`config.mk`:
```
export PLATFORM = sky130hd
export DESIGN_NAME = div_req_ctrl
export DESIGN_NICKNAME = d
export VERILOG_FILES = /design/src/rtl/div_req_ctrl_pkg.sv /design/src/rtl/div_req_ctrl.sv
export SDC_FILE = /design/constraint.sdc
export NUM_CORES = 1
export LEC_CHECK = 0
export BUFFER_PORTS_ARGS = -buffer_cell sky130_fd_sc_hd__buf_4
export CAP_MARGIN = 20
export CORE_MARGIN = 4
export CORE_UTILIZATION = 46
export CTS_BUF_LIST = sky130_fd_sc_hd__clkbuf_16
export DETAILED_ROUTE_END_ITERATION = 16
export PLACE_DENSITY = 0.85
export REMOVE_ABC_BUFFERS = 1
export SYNTH_ARGS = -nofsm -noshare
export SYNTH_HDL_FRONTEND = slang
export SYNTH_SLANG_ARGS = --single-unit
```
`constraint.sdc`:
```
create_clock -name clk -period 3.7 [get_ports clk]
set_clock_uncertainty 0.15 [all_clocks]
set_input_delay 0.555 -clock clk [delete_from_list [all_inputs] [get_ports clk]]
set_output_delay 0.555 -clock clk [all_outputs]
set_load 0.05 [all_outputs]
```
`src/rtl/div_req_ctrl_pkg.sv`:
```
// ---------------------------------------------------------------------------
// div_req_ctrl_pkg
// Shared definitions for the execute-stage divide request controller:
// bus widths, the funct3 encodings of the divide instructions, the
// controller state encoding and the RISC-V divide-by-zero quotient.
// ---------------------------------------------------------------------------
package div_req_ctrl_pkg;

    localparam int RegBus       = 32;
    localparam int DoubleRegBus = 64;
    localparam int RegAddrBus   = 5;

    // funct3 encodings of the M-extension divide group
    localparam logic [2:0] INST_DIV  = 3'b100;
    localparam logic [2:0] INST_DIVU = 3'b101;
    localparam logic [2:0] INST_REM  = 3'b110;
    localparam logic [2:0] INST_REMU = 3'b111;

    // Quotient of any division by zero
    localparam logic [RegBus-1:0] DIV_ZERO_QUOTIENT = 32'hFFFF_FFFF;

    typedef enum logic [1:0] {
        ST_IDLE  = 2'd0,
        ST_WAIT  = 2'd1,
        ST_WB    = 2'd2,
        ST_ABORT = 2'd3
    } state_e;

    // REM/REMU are the only encodings with funct3[1] set
    function automatic logic is_rem_op(input logic [2:0] op);
        return op[1];
    endfunction

endpackage

```
`src/rtl/div_req_ctrl.sv`:
```
// ---------------------------------------------------------------------------
// div_req_ctrl
// Initiator for the iterative 32-bit divider. Latches the operands, op and
// destination of a DIV/DIVU/REM/REMU instruction, holds the divider start
// line for the whole operation, stalls the pipeline until the divider is
// ready, then issues a one-cycle writeback of the quotient or remainder.
// A flush mid-operation drops start and waits for the divider to go idle,
// swallowing any ready pulse, without writing back.
//
// Ports:
//   clk, rst                 clock, synchronous active-high reset
//   req_i, op_i              divide instruction valid in ex, funct3
//   reg1_rdata_i/reg2_rdata_i dividend / divisor
//   reg_waddr_i              destination rd
//   flush_i                  jump/interrupt flush
//   div_*_o                  request to the divider (start held high)
//   div_result_i             {remainder, quotient} from the divider
//   div_ready_i, div_busy_i  divider status
//   div_reg_waddr_i          rd tag echoed by the divider
//   hold_flag_o              pipeline stall request
//   reg_we_o/_waddr_o/_wdata_o writeback port
//
// Build option:
//   DIV_ZERO_BYPASS_EN  when defined, a zero divisor is resolved at accept
//                       (quotient all ones, remainder = dividend) and the
//                       divider is never started.
// ---------------------------------------------------------------------------
module div_req_ctrl
    import div_req_ctrl_pkg::*;
(
    input  logic                    clk,
    input  logic                    rst,
    input  logic                    req_i,
    input  logic [2:0]              op_i,
    input  logic [RegBus-1:0]       reg1_rdata_i,
    input  logic [RegBus-1:0]       reg2_rdata_i,
    input  logic [RegAddrBus-1:0]   reg_waddr_i,
    input  logic                    flush_i,
    output logic [RegBus-1:0]       div_dividend_o,
    output logic [RegBus-1:0]       div_divisor_o,
    output logic                    div_start_o,
    output logic [2:0]              div_op_o,
    output logic [RegAddrBus-1:0]   div_reg_waddr_o,
    input  logic [DoubleRegBus-1:0] div_result_i,
    input  logic                    div_ready_i,
    input  logic                    div_busy_i,
    input  logic [RegAddrBus-1:0]   div_reg_waddr_i,
    output logic                    hold_flag_o,
    output logic                    reg_we_o,
    output logic [RegAddrBus-1:0]   reg_waddr_o,
    output logic [RegBus-1:0]       reg_wdata_o
);

    state_e                  state_q, state_d;
    logic [2:0]              op_q, op_d;
    logic [RegBus-1:0]       dividend_q, dividend_d;
    logic [RegBus-1:0]       divisor_q, divisor_d;
    logic [RegAddrBus-1:0]   rd_q, rd_d;
    logic                    reg_we_q, reg_we_d;
    logic [RegAddrBus-1:0]   reg_waddr_q, reg_waddr_d;
    logic [RegBus-1:0]       reg_wdata_q, reg_wdata_d;

    logic accept;

    assign accept = (state_q == ST_IDLE) && req_i && !flush_i;

    always_comb begin
        state_d     = state_q;
        op_d        = op_q;
        dividend_d  = dividend_q;
        divisor_d   = divisor_q;
        rd_d        = rd_q;
        reg_we_d    = 1'b0;          // writeback strobe lasts a single cycle
        reg_waddr_d = reg_waddr_q;
        reg_wdata_d = reg_wdata_q;

        case (state_q)
            ST_IDLE: begin
                if (accept) begin
                    op_d       = op_i;
                    dividend_d = reg1_rdata_i;
                    divisor_d  = reg2_rdata_i;
                    rd_d       = reg_waddr_i;
`ifdef DIV_ZERO_BYPASS_EN
                    if (reg2_rdata_i == '0) begin
                        state_d     = ST_WB;
                        reg_we_d    = 1'b1;
                        reg_waddr_d = reg_waddr_i;
                        reg_wdata_d = is_rem_op(op_i) ? reg1_rdata_i : DIV_ZERO_QUOTIENT;
                    end else begin
                        state_d = ST_WAIT;
                    end
`else
                    state_d = ST_WAIT;
`endif
                end
            end
            ST_WAIT: begin
                // Flush has priority over a ready arriving in the same cycle
                if (flush_i) begin
                    state_d = ST_ABORT;
                end else if (div_ready_i) begin
                    state_d     = ST_WB;
                    reg_we_d    = 1'b1;
                    reg_waddr_d = rd_q;
                    reg_wdata_d = is_rem_op(op_q) ? div_result_i[DoubleRegBus-1:RegBus]
                                                  : div_result_i[RegBus-1:0];
                end
            end
            ST_WB: begin
                // req_i here still belongs to the retiring instruction
                state_d = ST_IDLE;
            end
            ST_ABORT: begin
                // Dropping start can make the divider emit one stale ready;
                // wait until it is fully quiet before taking new work.
                if (!div_busy_i && !div_ready_i) begin
                    state_d = ST_IDLE;
                end
            end
            default: begin
                state_d = ST_IDLE;
            end
        endcase
    end

    always_ff @(posedge clk) begin
        if (rst) begin
            state_q     <= ST_IDLE;
            op_q        <= '0;
            dividend_q  <= '0;
            divisor_q   <= '0;
            rd_q        <= '0;
            reg_we_q    <= 1'b0;
            reg_waddr_q <= '0;
            reg_wdata_q <= '0;
        end else begin
            state_q     <= state_d;
            op_q        <= op_d;
            dividend_q  <= dividend_d;
            divisor_q   <= divisor_d;
            rd_q        <= rd_d;
            reg_we_q    <= reg_we_d;
            reg_waddr_q <= reg_waddr_d;
            reg_wdata_q <= reg_wdata_d;
        end
    end

    // Start is combinational so it falls in the very cycle ready is seen,
    // otherwise the divider would treat the held line as a new request.
    assign div_start_o     = (state_q == ST_WAIT) && !div_ready_i && !flush_i;
    assign div_dividend_o  = dividend_q;
    assign div_divisor_o   = divisor_q;
    assign div_op_o        = op_q;
    assign div_reg_waddr_o = rd_q;

    assign hold_flag_o = accept || (state_q == ST_WAIT) || (state_q == ST_ABORT);

    assign reg_we_o    = reg_we_q;
    assign reg_waddr_o = reg_waddr_q;
    assign reg_wdata_o = reg_wdata_q;

`ifndef SYNTHESIS
    // The divider echoes rd; a mismatch means request/response got out of step
    always_ff @(posedge clk) begin
        if (!rst && state_q == ST_WAIT && div_ready_i && !flush_i) begin
            assert (div_reg_waddr_i == rd_q)
                else $error("div_req_ctrl: divider tag %0d differs from rd %0d", div_reg_waddr_i, rd_q);
        end
    end
`endif

endmodule

```
* After elaboration in Yosys (flattened, before gate mapping)
Cells that the tools add are included.
Cells by class: multiplexer cells 7, bitwise operators 2, reductions and logical operators 15, equal/unequal tests 6
Operator list (number):
- 2-to-1 mux 32 bit | 1
- 2-to-1 mux 2 bit | 4
- case mux 2 bit (4 select lines) | 1
- AND reduction 3 bit | 2
- logical AND 1 bit | 5
- == test 2 bit (second input constant) | 2
- != test 2 bit (second input constant) | 2
- zero test 1 bit | 3
- != test 3 bit (second input constant) | 1
- OR reduction 3 bit | 1
- == test 2 x 1 -> 1 bit (second input constant) | 1
- zero test 2 bit | 1
- logical OR 1 bit | 2
- inverter 1 bit | 2
- AND reduction 2 bit | 1
- 2-to-1 mux 1 bit | 1
Storage, ports and cells: bits in registers 112, word-level logic and storage cells 38, output and inout bits 112

* Logic depth before layout (Yosys ltp)
depth in word-level cells 5, depth in mapped cells 5, gate-level depth less buffers 3

* Worst setup path after synthesis
No wires, ideal clock.
path kind in2out, start input port flush_i, end output port div_start_o, stages 3, required time 2995 ps, slack 1628 ps, path buffers 0, data arrival time 1367 ps, cells stage by stage nor2_1 -> nand2_1 -> nor2_1
Between the ends: word-level cells in the longest chain between the ends 2
Ends and longest elaborated chain:
- start, declared | RTL line div_req_ctrl.sv:38 | input logic flush_i,
- zero test 1 bit | RTL line div_req_ctrl.sv:151 | assign div_start_o = (state_q == ST_WAIT) && !div_ready_i && !flush_i;
- logical AND 1 bit | RTL line div_req_ctrl.sv:151
- end, declared | RTL line div_req_ctrl.sv:41 | output logic div_start_o,
Every way passes these cells.

* Worst setup path after layout
start register op_q[1], in the netlist div_op_o[1], end output port div_op_o[1]
RTL lines:
- start, declared | RTL line div_req_ctrl.sv:55 | logic [2:0] op_q, op_d;
- start signal, assigned | RTL line div_req_ctrl.sv:139 | op_q <= op_d;
- end, declared | RTL line div_req_ctrl.sv:42 | output logic [2:0] div_op_o,
No word-level cell between the ends.

==> results.py <==
metrics = {
    "die": {
        "io_pins": 259,
        "die_area_um2": 10800,
        "core_um2": 8850,
        "rows": 34,
        "die_y_um": 104,
        "start_util": 0.481,
        "dieWidth_um": 104,
    },
    "timing": {
        "hold_viol": 0,
        "setup_viol": 0,
        "tightest_slew_ps": 764,
        "slew_headroom": 0.491,
        "setup_ws_ps": 1550,
        "grt_setup_unrepaired": "no",
        "report.final.slew_viol_count": 0,
        "clock.fmax_ghz": 0.465,
        "hold_ws_ps": 305,
        "finalSetupTns_ps": 0,
        "period_share": 0.581,
        "final.min_clock_period_ps": 2150,
    },
    "layout": {
        "design_area_um2": 6370,
        "drive_gt1_frac": 0.386,
        "fin_cells": 831,
        "antenna_cells": 0,
        "n_fill_cell": 700,
        "fin_util": 0.719,
        "num-nets-final": 866,
        "syn2layout_area_growth_pct": 49.7,
    },
    "synth": {
        "syn_area_um2": 4250,
        "synth_fa_ha_area_frac": 0,
        "syn_inst": 488,
        "synth-simple-area-share": 0.178,
        "ys_types": 19,
        "muxShareOfSynthArea": 0.0871,
        "synth_xor_area_frac": 0,
        "ys_seq_area_frac": 0.527,
        "synth_top_family_by_area": "simple AND/OR/NAND/NOR gates",
        "synth_compound_area_frac": 0.146,
        "synth_area_per_cell_um2": 8.71,
        "ys_ff_latch": 112,
        "yosys_warnings": 0,
    },
    "cts": {
        "cts_hold_repair.buffers": 0,
        "clk_path_buf_depth": 2,
        "h-tree-depth": 3,
        "cts_buffers": 9,
        "cts_root_buffer": "clkbuf_16",
        "cts_resized": 0,
        "worstSkewPairLatency_ps": 330,
        "cts_setup_buffers": 0,
        "cts.sinks": 112,
        "clk_pin_slew_ps": 70,
        "cts_tree": "done",
    },
    "critical_path": {
        "critPathLaunchType": "register",
        "crit_path_max_incr_delay_ps": 790,
        "critPathTopFamily": "flip-flops",
        "criticalPathCategory": "reg2out",
        "path_cells": "buf_4",
        "critPathMaxFanout": 23,
        "arrival_ps": 1450,
        "cpMaxStageDelayCell": "dfxtp_2",
        "cp_num_buf_inv": 1,
        "end_kind": "output pin",
        "required_ps": 2990,
    },
    "detailed_routing": {
        "wl_mm": 12.1,
        "drc": 0,
        "final_antenna_net_count": 0,
        "route.detailed.wl_per_inst_um": 14.6,
        "dr.first_iter.drc_count": 119,
        "vias_per_cell": 4.99,
        "via_count": 4148,
        "first_pass_iters": 4,
    },
    "global_routing": {
        "grt_pass1_vias": 3935,
        "antenna_found_initial": 0,
        "grt.overflow.total": 0,
        "grt_pass1_wl_mm": 19.4,
        "grt_max_degree": 113,
        "track_usage": 0.214,
    },
    "power": {
        "peakVddDrop_mv": 0.263,
        "power_density_nw_per_um2": 426,
        "p_leak_nw": 2.76,
        "p_total_mw": 2.71,
    },
    "flow_run": {
        "drv_cap": 0,
    },
    "place": {
        "placed_cells": 815,
        "port_buffers": 253,
        "place_congestion": 0.764,
        "dp_hpwl_mm": 9.21,
        "place_area_um2": 6080,
        "pre_cts_ws_ps": 1320,
    },
    "status": {
        "status": "finished clean",
    },
    "worst_hold_path": {
        "hp-class": "reg2reg",
    },
}
sequential cells by signal (all words and copies together) (netlist names):
name / count
div_dividend_o: 32
div_divisor_o: 32
div_op_o: 3
div_reg_waddr_o: 5
reg_waddr_o: 5
reg_wdata_o: 32
reg_we_o: 1
state_q: 2
worst min-delay path, delay by kind of cell, from the launching register on:
kind            cells  cell delay (ps)
compound gates      1               50
flops               1              310
simple gates        1               50
final cells by class:
class                           count  area, um2  area share
Sequential cell                   112       2240       0.352
Timing Repair Buffer              260       1960       0.309
Multi-Input combinational cell    336       1750       0.276
Clock buffer                        9        225      0.0354
Tap cell                          108        135      0.0212
Clock inverter                      6       43.8     0.00688
where the power goes:
| group | total [mW] | switching, mW | internal [mW] |
|---|---|---|---|
| registers | 1.29 | 0.0327 | 1.26 |
| logic | 0.541 | 0.326 | 0.216 |
| clock network | 0.881 | 0.424 | 0.457 |
| total | 2.71 | 0.782 | 1.93 |
Yosys cell counts:
cell / n / area [um2]
nor4b_1: 1 / 8.76
nand2_1: 145 / 544
a21o_1: 1 / 7.51
nor3b_1: 1 / 7.51
mux2i_1: 37 / 370
buf_4: 2 / 15.0
buf_2: 15 / 75.1
dfxtp_1: 112 / 2240
nor2b_1: 1 / 6.26
and2b_2: 1 / 8.76
and4bb_2: 1 / 12.5
a21oi_1: 73 / 365
clkbuf_1: 15 / 56.3
buf_6: 1 / 11.3
and3b_1: 1 / 8.76
or4b_1: 1 / 10.0
a211oi_1: 33 / 248
nor2_1: 40 / 150
buf_8: 7 / 105
routing by layer:
| layer | wire length, um | global-route usage | up-vias |
|---|---|---|---|
| met5 | 0 | 0 | - |
| met2 | 6280 | 0.370 | 143 |
| li1 | - | - | 2090 |
| met1 | 4640 | 0.251 | 1891 |
| met3 | 887 | 0.0627 | 24 |
| met4 | 331 | 0.0817 | 0 |
cell usage in the layout (no fill, tap or decap):
| master | n |
|---|---|
| nor2b_1 | 1 |
| dfxtp_2 | 1 |
| clkinv_1 | 1 |
| clkinv_4 | 2 |
| clkbuf_16 | 9 |
| nor2_1 | 40 |
| buf_4 | 259 |
| a21o_1 | 1 |
| inv_6 | 2 |
| a211oi_1 | 33 |
| and4bb_2 | 1 |
| nand2_1 | 145 |
| clkinv_2 | 1 |
| nor4b_2 | 1 |
| mux2i_1 | 37 |
| and2b_2 | 1 |
| dfxtp_1 | 111 |
| buf_12 | 1 |
| and3b_1 | 1 |
| nor3b_1 | 1 |
| a21oi_1 | 73 |
| or4b_2 | 1 |
kinds of logic after synthesis:
kind of cell / count (synthesis)
simple gates: 192
mux: 37
buf+inv: 40
compound gates: 107
flops: 112
path summary, 6_finish.rpt:
path / slack (ps) / endpoint / cells after the start / startpoint
hold / removal: 300 / div_divisor_o[28] / 2 / div_divisor_o[28]
setup reg to reg: 1600 / reg_wdata_o[7] / 4 / state_q[1]
hold reg to reg: 300 / div_divisor_o[28] / 2 / div_divisor_o[28]
setup / recovery: 1550 / div_op_o[1] / 1 / div_op_o[1]
No activity file was read; power rests on OpenSTA's default activity.
